==> config.mk <==
export PLATFORM = sky130hd
export DESIGN_NAME = img_byte_fetcher
export DESIGN_NICKNAME = d
export VERILOG_FILES = /design/src/rtl/img_byte_fetcher.sv
export SDC_FILE = /design/constraint.sdc
export NUM_CORES = 1
export LEC_CHECK = 0
export CAP_MARGIN = 20
export CORE_MARGIN = 5
export CORE_UTILIZATION = 55
export CTS_BUF_LIST = sky130_fd_sc_hd__clkbuf_16
export CTS_CLUSTER_SIZE = 25
export DETAILED_ROUTE_END_ITERATION = 10
export GPL_ROUTABILITY_DRIVEN = 0
export PLACE_DENSITY_LB_ADDON = 0.05
export RECOVER_POWER = 100
export SKIP_LAST_GASP = 1
export SLEW_MARGIN = 40
export SYNTH_ARGS = -nofsm -noshare
export SYNTH_HDL_FRONTEND = slang
export SYNTH_SLANG_ARGS = --single-unit
==> constraint.sdc <==
create_clock -name clk_sys -period 3.4 [get_ports clk_sys]
set_input_delay 0.51 -clock clk_sys [delete_from_list [all_inputs] [get_ports clk_sys]]
set_output_delay 0.51 -clock clk_sys [all_outputs]
set_load 0.02 [all_outputs]
==> src/rtl/img_byte_fetcher.sv <==
// Byte-wide image reader for the segment-mask renderer. It serves reads from
// two 8-byte line buffers filled from 64-bit DDR words, with optional next-line prefetch.
module img_byte_fetcher #(
  parameter logic [27:0] IMG_BASE = 28'h0200000,
  parameter bit          PREFETCH = 1'b1
) (
  input  logic        clk_sys,
  input  logic        reset_n,
  input  logic        inval,
  input  logic [24:0] img_addr,
  input  logic        img_read,
  output logic        img_data_ready,
  output logic [7:0]  img_data,
  output logic [27:0] ddr_addr,
  output logic        ddr_req,
  input  logic        ddr_ack,
  input  logic [63:0] ddr_dout
);
  // Handshakes: img_read is accepted only at an IDLE edge and ready then drops.
  // ddr_req is held until a ddr_ack pulse, and that pulse carries ddr_dout.
  typedef enum logic [2:0] {IDLE, LOOKUP, MISS_REQ, PF_REQ, RESPOND} state_t;

  state_t      state, state_nxt;
  logic [24:0] addr_q;
  logic [21:0] tag_q [2];
  logic [63:0] line_q [2];
  logic [1:0]  vld;
  logic        mru;
  logic        pf_pend;
  logic [21:0] pf_tag;
  logic        discard;
  logic [21:0] last_tag;
  logic        last_vld;

  logic        accept, pf_issue, pf_drop;
  logic        hit0, hit1, hit, hit_way, pf_resident, victim, fill_ok, acked;
  logic [21:0] req_tag;

  function automatic logic [7:0] pick(input logic [63:0] w, input logic [2:0] b);
    return w[{b, 3'b000} +: 8];
  endfunction

  assign req_tag     = addr_q[24:3];
  assign hit0        = vld[0] && (tag_q[0] == req_tag);
  assign hit1        = vld[1] && (tag_q[1] == req_tag);
  assign hit         = hit0 || hit1;
  assign hit_way     = hit1;
  assign pf_resident = (vld[0] && (tag_q[0] == pf_tag)) || (vld[1] && (tag_q[1] == pf_tag));
  // The most recently used line always holds the last accepted address, so
  // evicting the other line protects it from prefetch fills.
  assign victim      = ~mru;
  assign fill_ok     = !discard && !inval;
  assign acked       = ddr_ack && ((state == MISS_REQ) || (state == PF_REQ));

  always_ff @(posedge clk_sys or negedge reset_n) begin
    if (!reset_n) state <= IDLE;
    else          state <= state_nxt;
  end

  always_comb begin
    state_nxt = state;
    accept    = 1'b0;
    pf_issue  = 1'b0;
    pf_drop   = 1'b0;
    case (state)
      IDLE: begin
        if (img_read) begin
          accept    = 1'b1;
          state_nxt = LOOKUP;
        end else if (PREFETCH && pf_pend) begin
          if (pf_resident) begin
            pf_drop = 1'b1;
          end else begin
            pf_issue  = 1'b1;
            state_nxt = PF_REQ;
          end
        end
      end
      LOOKUP:   state_nxt = hit ? RESPOND : MISS_REQ;
      MISS_REQ: if (ddr_ack) state_nxt = RESPOND;
      PF_REQ:   if (ddr_ack) state_nxt = IDLE;
      RESPOND:  state_nxt = IDLE;
      default:  state_nxt = IDLE;
    endcase
  end

  always_ff @(posedge clk_sys or negedge reset_n) begin
    if (!reset_n) begin
      img_data_ready <= 1'b1;
      img_data       <= 8'h00;
      ddr_addr       <= 28'h0;
      ddr_req        <= 1'b0;
      addr_q         <= 25'h0;
      tag_q[0]       <= 22'h0;
      tag_q[1]       <= 22'h0;
      line_q[0]      <= 64'h0;
      line_q[1]      <= 64'h0;
      vld            <= 2'b00;
      mru            <= 1'b0;
      pf_pend        <= 1'b0;
      pf_tag         <= 22'h0;
      discard        <= 1'b0;
      last_tag       <= 22'h0;
      last_vld       <= 1'b0;
    end else begin
      if (accept) begin
        addr_q         <= img_addr;
        img_data_ready <= 1'b0;
      end
      if (state == RESPOND) img_data_ready <= 1'b1;

      if (state == LOOKUP) begin
        // Entering a new line arms a prefetch of the one after it.
        if (!last_vld || (req_tag != last_tag)) begin
          pf_pend <= 1'b1;
          pf_tag  <= req_tag + 22'd1;
        end
        last_tag <= req_tag;
        last_vld <= 1'b1;
        if (hit) begin
          img_data <= pick(line_q[hit_way], addr_q[2:0]);
          mru      <= hit_way;
        end else begin
          ddr_addr <= IMG_BASE + {3'b000, req_tag, 3'b000};
          ddr_req  <= 1'b1;
          discard  <= 1'b0;
        end
      end

      if (pf_issue) begin
        ddr_addr <= IMG_BASE + {3'b000, pf_tag, 3'b000};
        ddr_req  <= 1'b1;
        pf_pend  <= 1'b0;
        discard  <= 1'b0;
      end
      if (pf_drop) pf_pend <= 1'b0;

      if (acked) begin
        ddr_req        <= 1'b0;
        line_q[victim] <= ddr_dout;
        tag_q[victim]  <= (state == MISS_REQ) ? req_tag : pf_tag;
        if (fill_ok) vld[victim] <= 1'b1;
        if (state == MISS_REQ) begin
          img_data <= pick(ddr_dout, addr_q[2:0]);
          mru      <= victim;
        end
      end

      // An in-flight request still completes, but its fill must not revive a line.
      if (inval) begin
        vld      <= 2'b00;
        pf_pend  <= 1'b0;
        last_vld <= 1'b0;
        if ((state == MISS_REQ) || (state == PF_REQ)) discard <= 1'b1;
      end
    end
  end
endmodule

### After elaboration in Yosys (flattened, before gate mapping)

Index checks and enable logic that the tools add are counted.

* flip-flop bits (word level): 288
* input bits: 94
* output and inout port bits: 38

* add/subtract/negate cells: 3
* magnitude comparators: 5
* eq/ne operators: 15
* shifts and indexed selects: 2
* multiplexer cells: 61
* bitwise gates (word level): 4
* reductions and logical operators: 30

Operators with widths (count)
* $mux 64: 4
* $bwmux 128: 1
* $shiftx 64x7->8: 2
* $eq 22x22->1: 4
* $mux 28: 3
* $demux 64 s1: 1
* $add 22x25->26 const A: 2
* $bwmux 44: 1
* $mux 22: 2
* $mux 1: 33
* $mux 8: 4
* $add 22x1->22 const B: 1
* $demux 22 s1: 1
* $ne 22x22->1: 1
* $mux 3: 6
* $pmux 3 s4: 1
* $reduce_and 2->1: 5
* $reduce_bool 2->1: 5
* $logic_and 1x1->1: 8
* $reduce_bool 4->1: 2
* $eq 3x2->1 const B: 2
* $mux 2: 3
* $ne 2x2->1 const B: 3
* $ne 3x3->1 const B: 2
* other kinds (16): 23

### Logic depth before layout (Yosys ltp)

Gate-level depths: netlist (run 1).

* word-level depth: 11
* mapped depth: 11
* mapped depth without buffers: 10

### Least setup slack after synthesis (run 1)

OpenSTA, ideal clock, no wires.

* path kind: register to register
* start: register pf_tag[20]
* end: register ddr_addr[25]
* data arrival time: 2.419 ns
* setup slack: 0.844 ns
* cell stages (with the launch flop): 12
* path buffers: 1
* period minus slack after synthesis: 2.556 ns
* cells stage by stage: dfrtp_1 > clkbuf_1 > xor2_1 > nor4_1 > nand4_1 > o31a_1 > nand3_1 > mux2_2 > ha_1 > and3_1 > mux2i_1 > a21oi_1

* longest elaborated chain between the ends: 9
* elaborated cells on any way between the ends: 14
* those cells by class: 1 x add/sub; 3 x eq/ne; 5 x mux; 5 x reduce/logical

Ends and longest elaborated chain
* from (decl): RTL line 30 `logic [21:0] pf_tag;`
* from (signal assigned): RTL line 116 `pf_tag <= req_tag + 22'd1;`
* $eq 22x22->1: RTL line 48 `assign pf_resident = (vld[0] && (tag_q[0] == pf_tag)) || (vld[1] && (tag_q[1] == pf_tag));`
* $logic_and 1x1->1: RTL line 48
* $logic_or 1x1->1: RTL line 48
* $mux 1: RTL line 71 `if (pf_resident) begin`
* $mux 1: RTL line 70 `end else if (PREFETCH && pf_pend) begin`
* $mux 1: RTL line 67 `if (img_read) begin`
* $mux 1: RTL line 65 `case (state)`
* $ne 2x2->1 (no line) / $reduce_bool 2->1 (equally long branches)
* $reduce_and 2->1 (no line)
* to (signal assigned): RTL line 124 `ddr_addr <= IMG_BASE + {3'b000, req_tag, 3'b000};`
* to (signal assigned): RTL line 131 `ddr_addr <= IMG_BASE + {3'b000, pf_tag, 3'b000};`
* to (decl): RTL line 14 `output logic [27:0] ddr_addr,`

Parallel ways exist; a longest one is shown, timed or not.
A chain may end at the register's enable or synchronous reset.

### Worst setup path in the final report (run 1)

* start: register addr_q[14]
* end: register ddr_addr[15]

* longest elaborated chain between the ends: 5
* elaborated cells on any way between the ends: 11
* those cells by class: 1 x add/sub; 3 x eq/ne; 3 x mux; 4 x reduce/logical

Ends and longest elaborated chain
* from (decl): RTL line 24 `logic [24:0] addr_q;`
* from (signal assigned): RTL line 107 `addr_q <= img_addr;`
* parallel branches: the longest is 5 deep, another holds $add 22x25->26

Parallel ways; which one is timed is not known. The select of a mux whose other input is x is not followed.

==> impl_metrics.toml, run 1 <==
[critical_path]
arrival_ps = 3420
r2r_start = "addr_q[14]"
crit_path_end_kind = "flip-flop"
start_kind = "flip-flop"
critPathKind = "reg2reg"
reg2reg_depth = 8
crit_required_ps = 3810
r2r_end = "ddr_addr[15]"
rrSetupSlack_ps = 390
path_max_fanout = 13

[logic_synthesis]
synth-edff-count = 0
synth_area_sq_mm = 0.0144
syn_area_per_cell_sq_um = 10.6
ys_seq_area_share_pct = 49.3
yosys_most_used_dff = "dfrtp_1"
synth.distinct_cells = 53
synth_seq_cells = 283
ys_async_sr_fraction_pct = 100
synth_warnings = 0
synthCells = 1349

[timing]
finalMaxSlewViolations = 109
rsz0062_at_grt = "false"
finClkSkew_ps = 12.7
fmax_mhz = 332
worst_pin_slew_ps = 2160
min_period_over_period_pct = 88.5
tns_ps = 0
relSlewSlack_pct = -43.8
fin_crit_ps = 3010
setup_viol = 0
worst_slack_ps = 389
finalHoldViolations = 0
fin_hold_ws_ps = 494

[grt]
grt_pass1_wl_microns = 61900
antenna_found_initial = 0
grt_overflow_total = 0
grt_pass1_vias = 10900
track_usage_pct = 26.7
grt_start_max_net_pins = 92

[drt]
wire_per_inst_microns = 21.5
drt_iter0_drc = 973
drc = 0
routed_wl_microns = 39000
vias = 10700
via_per_inst = 5.92
drt_first_pass_iters = 5
ant_nets = 0

[place]
port_buffers = 126
dp_hpwl_microns = 26400
detailedPlace.worstSlack_ps = 577

[floorplanning]
core-area_sq_mm = 0.0259
die_area_sq_mm = 0.0295
pin_count = 132
start_util_pct = 55.4
die_x_microns = 172
die_y_microns = 172
core.rowCount = 59

[final_layout]
post-route-util_pct = 65.7
syn_to_final_growth_pct = 18.5
drive_above_1_share_pct = 18.5
multi_input_area_sq_mm = 0.00682
diodes = 0
final-seq-area_sq_mm = 0.00708
fill_cells = 2079
fin_nets = 1551

[power]
total_leakage_power_nw = 7.24
p_per_area_mw_per_mm2 = 1010
vdd_drop_max_mv = 0.674
p_total_w = 0.0173

[clock_tree]
clk_pin_slew_worst_paths_ps = 60
cts_setup_buffers = 0
h-tree-depth = 1
cts_made_buffers = 30
cts_tree = "done"
insertion_delay_ps = 550
cts_sinks = 283
clk_path_buf_depth = 3
cts-root-buf = "clkbuf_16"

[hold_path]
hp-class = "reg2reg"
min_from = "ddr_req"
holdPathStages = 1
holdPathEnd = "ddr_req"

[outcome]
violations = "capacitance limit, slew limit"
outcome = "complete, but fails checks"

[flow_run]
max-cap-violations = 2
[critical path, stage by stage (launching register included)]
cell	delay [ps]
dfrtp_1	460
xnor2_1	220
nand4_1	140
nor4_1	780
nand2_4	280
nand3_2	450
buf_12	230
mux2i_1	200
a21oi_1	80
[synth_stat cells (all sizes together), types with 2 or more instances]
library cell	n	area [sq um]
dfrtp	282	7060
nand2	202	766
mux2	155	1750
nor2	88	330
xnor2	79	692
clkbuf	75	282
a21oi	74	370
o21ai	66	330
xor2	53	464
mux2i	45	450
buf	30	153
a211oi	24	180
a22oi	24	180
nand4	23	144
mux4	22	495
nand3	19	100
nor4	15	109
a31oi	13	81.3
inv	11	41.3
a41o	4	40.0
and2	4	25.0
nand2b	4	25.0
a31o	3	26.3
and4	3	26.3
o211ai	3	22.5
a21o	2	15.0
a221oi	2	17.5
and3	2	12.5
clkinv	2	7.51
ha	2	25.0
nor3	2	10.0
o221ai	2	17.5
[how the worst max path moves through the flow]
stage | to | startpoint | slack [ps] | cells after the start
2_1_floorplan | ddr_addr[25] | pf_tag[20] | 840 | 11
3_3_place_gp | ddr_addr[25] | pf_tag[4] | 580 | 10
3_5_place_dp | ddr_addr[25] | pf_tag[4] | 580 | 10
4_1_cts | ddr_addr[25] | pf_tag[4] | 560 | 10
5_1_grt | ddr_addr[12] | addr_q[14] | 220 | 8
6_report | ddr_addr[15] | addr_q[14] | 390 | 8
[sequential cells by signal, summed over array words and instances, names as in the netlist, 2 cells and up]
register	cells
img_data	8
addr_q	25
tag_q	44
ddr_addr	23
line_q	128
vld	2
pf_tag	22
state	3
last_tag	22
[report_power, final]
part	internal [W]	switching, W	total (W)
registers	0.00505	0.00148	0.00653
logic	0.00350	0.00385	0.00734
clock network	0.00202	0.00136	0.00338
total	0.0106	0.00668	0.0173
[metal layers]
layer	vias up	routed length, microns	track usage, %
met5	-	0	0
met1	5432	16400	36.4
li1	4918	-	-
met4	0	1210	8.06
met2	305	19500	45.3
met3	83	1960	2.99
[final cells by class]
class	instances	area share, %
repair buffers	175	9.63
clock buffers	31	4.56
inverters	13	0.287
flip-flops and latches	283	41.6
clock inverters	25	1.41
multi-input cells	952	40.1
well taps	335	2.46
[kinds of logic after synthesis]
logic type,synth area share [%]
AND/OR/NAND/NOR,11.1
flip-flops,49.3
AO/OA/AOI/OAI,9.22
multiplexers,18.7
XOR/XNOR,8.05
buffers and inverters,3.36
adder cells (fa/ha/maj),0.174
other,0.0261
[repair_timing]
| item | in CTS | in global routing |
|---|---|---|
| hold endpoints to repair | 75 | 0 |
| hold buffers | 1 | 0 |
| gates resized for setup | 0 | 0 |
[through the flow]
step	instance area, sq um	cells
after global placement	16100	1757
after CTS	17100	1814
after floorplan	14400	1353
after global routing	17000	1814
after detailed placement	16100	1757
final	17000	1814
[cells in the final DEF, fill, tap and decap left out, types with 34 or more instances in the layout]
cell and instances:
a21oi_1 74, buf_4 37, clkdlybuf4s50_1 92, dfrtp_1 281
dlygate4sd3_1 34, mux2_2 151, mux2i_1 45, nand2_1 201
nor2_1 84, o21ai_0 66, xnor2_1 79, xor2_1 53
(Power assumes the default switching activity.)
==> inputs of run 2 (changes only) <==
--- a/config.mk
+++ b/config.mk
@@ -6,9 +6,7 @@
 export NUM_CORES = 1
 export LEC_CHECK = 0
 export CAP_MARGIN = 20
-export CORE_MARGIN = 5
 export CORE_UTILIZATION = 55
-export CTS_BUF_LIST = sky130_fd_sc_hd__clkbuf_16
 export CTS_CLUSTER_SIZE = 25
 export DETAILED_ROUTE_END_ITERATION = 10
 export GPL_ROUTABILITY_DRIVEN = 0
==> impl_metrics.toml, run 2 (synthesized netlist as in run 1, its figures left out) <==
[outcome]
outcome = "complete, but fails checks"
violations = "capacitance limit, slew limit"

[grt]
grt_pass1_vias = 10700
track_usage_pct = 29.6
antenna_found_initial = 0
grt_overflow_total = 0
grt_start_max_net_pins = 105
grt_pass1_wl_microns = 60800

[clock_tree]
cts_setup_buffers = 0
clk_pin_slew_worst_paths_ps = 60
cts_tree = "done"
h-tree-depth = 1
cts_sinks = 283
insertion_delay_ps = 570
clk_path_buf_depth = 3
cts_made_buffers = 31
cts-root-buf = "clkbuf_16"

[critical_path]
r2r_start = "addr_q[5]"
max_stage_delay_ps = 510
crit_required_ps = 3840
cp_slowest_cell = "xnor2_1"
path_max_fanout = 30
arrival_ps = 3490
cp-startpoint = "addr_q[5]"
crit_path_end_kind = "flip-flop"
critPathKind = "reg2reg"
crit_chain = "clkbuf_1, xnor2_1, nand4_1, nor4_1, a21oi_2, clkbuf_2, buf_4, nor2_1, a21oi_1"
start_kind = "flip-flop"

[timing]
fin_crit_ps = 3060
relSlewSlack_pct = -6.57
tns_ps = 0
worst_slack_ps = 344
min_period_over_period_pct = 89.9
finalMaxSlewViolations = 82
rsz0062_at_grt = "false"
worst_pin_slew_ps = 1600
finalHoldViolations = 0
fmax_mhz = 327
finClkSkew_ps = 20.0
setup_viol = 0

[final_layout]
diodes = 0
fin_nets = 1550
layout.cells.non_filler = 1807
regMostFlops = "line_q"
final_common_cell = "dfrtp_1"
largest_reg_flops = 128
drive_above_1_share_pct = 19.2
top_regs = "line_q (128), tag_q (44), addr_q (25)"
syn_to_final_growth_pct = 18.6
post-route-util_pct = 67.1
mostFrequentLayoutCells = "281 x dfrtp_1, 201 x nand2_1, 154 x mux2_2"

[floorplanning]
start_util_pct = 56.6
die_y_microns = 164
core.rowCount = 58
pin_count = 132
die_x_microns = 164
core-area_sq_mm = 0.0254
die_area_sq_mm = 0.0268

[power]
p_per_area_mw_per_mm2 = 1020
total_leakage_power_nw = 7.24
vdd_drop_max_mv = 0.595

[place]
port_buffers = 126
dp_hpwl_microns = 25600
dp.cells = 1749
detailedPlace.worstSlack_ps = 600

[drt]
ant_nets = 0
drt_iter0_drc = 909
drt_first_pass_iters = 5
wire_per_inst_microns = 21.2
routed_wl_microns = 38300
via_per_inst = 5.94
vias = 10700
drc = 0

[flow_run]
max-cap-violations = 2

[hold_path]
hp-class = "in2async"
[run 2: changes by cell type in the layout (fill, tap and decap cells not counted), moves of 2 or more]
cell,change
mux2_1,-3
mux2_2,+3
buf_4,-9
clkbuf_1,+5
clkinv_1,-8
clkbuf_8,+7
clkbuf_2,+8
inv_1,-4
bufinv_16,-2
[run 2: layout make-up]
| type | count | area [sq um] |
|---|---|---|
| Sequential cell | 283 | 7080 |
| Fill cell | 2048 | 8370 |
| Multi-Input combinational cell | 952 | 6840 |
| Timing Repair Buffer | 173 | 1600 |
| Clock inverter | 13 | 153 |
| Clock buffer | 43 | 891 |
| Inverter | 13 | 48.8 |
| Tap cell | 330 | 413 |
[run 2: critical path, delay by kind of cell, from the launching register on]
family / cells / cell delay [ps]
buf+inv: 3 / 1090
simple gates: 3 / 780
compound gates: 2 / 140
xor+xnor: 1 / 510
flops: 1 / 410
[run 2: timing repair]
item                                   CTS  global route
endpoints found under the hold margin    0            50
gates resized for setup                  0             0
hold buffers                             0             1
[run 2: final timing paths]
check | depth (start not counted) | to | slack [ps]
worst max-delay path | 9 | pf_tag[4] | 340
worst min-delay path | 2 | ddr_addr[16] | 440
worst max register to register | 9 | pf_tag[4] | 340
worst min register to register | 2 | last_tag[0] | 500
max in group asynchronous | 4 | line_q[90] | 700
min in group clk_sys | 2 | last_tag[0] | 500
[run 2: per-stage QoR]
step	area, sq um	hold WS (ps)	total power (W)
after floorplan	14400	214	0.0114
after global placement	16100	478	0.0138
after detailed placement	16100	484	0.0139
after CTS	17100	39.8	0.0174
after global routing	17000	476	0.0183
final	17000	436	0.0173
[run 2: layer usage]
metal | routed length, microns | vias up | global-route usage (%)
li1 | - | 4917 | -
met1 | 16200 | 5418 | 39.2
met2 | 18800 | 313 | 49.1
met3 | 1870 | 85 | 4.14
met4 | 1440 | 0 | 11.6
met5 | 0 | - | 0
[run 2: where the power goes]
part | internal, W | switching [W]
Combinational | 0.00348 | 0.00381
Sequential | 0.00505 | 0.00151
Clock | 0.00205 | 0.00139
Total | 0.0106 | 0.00671
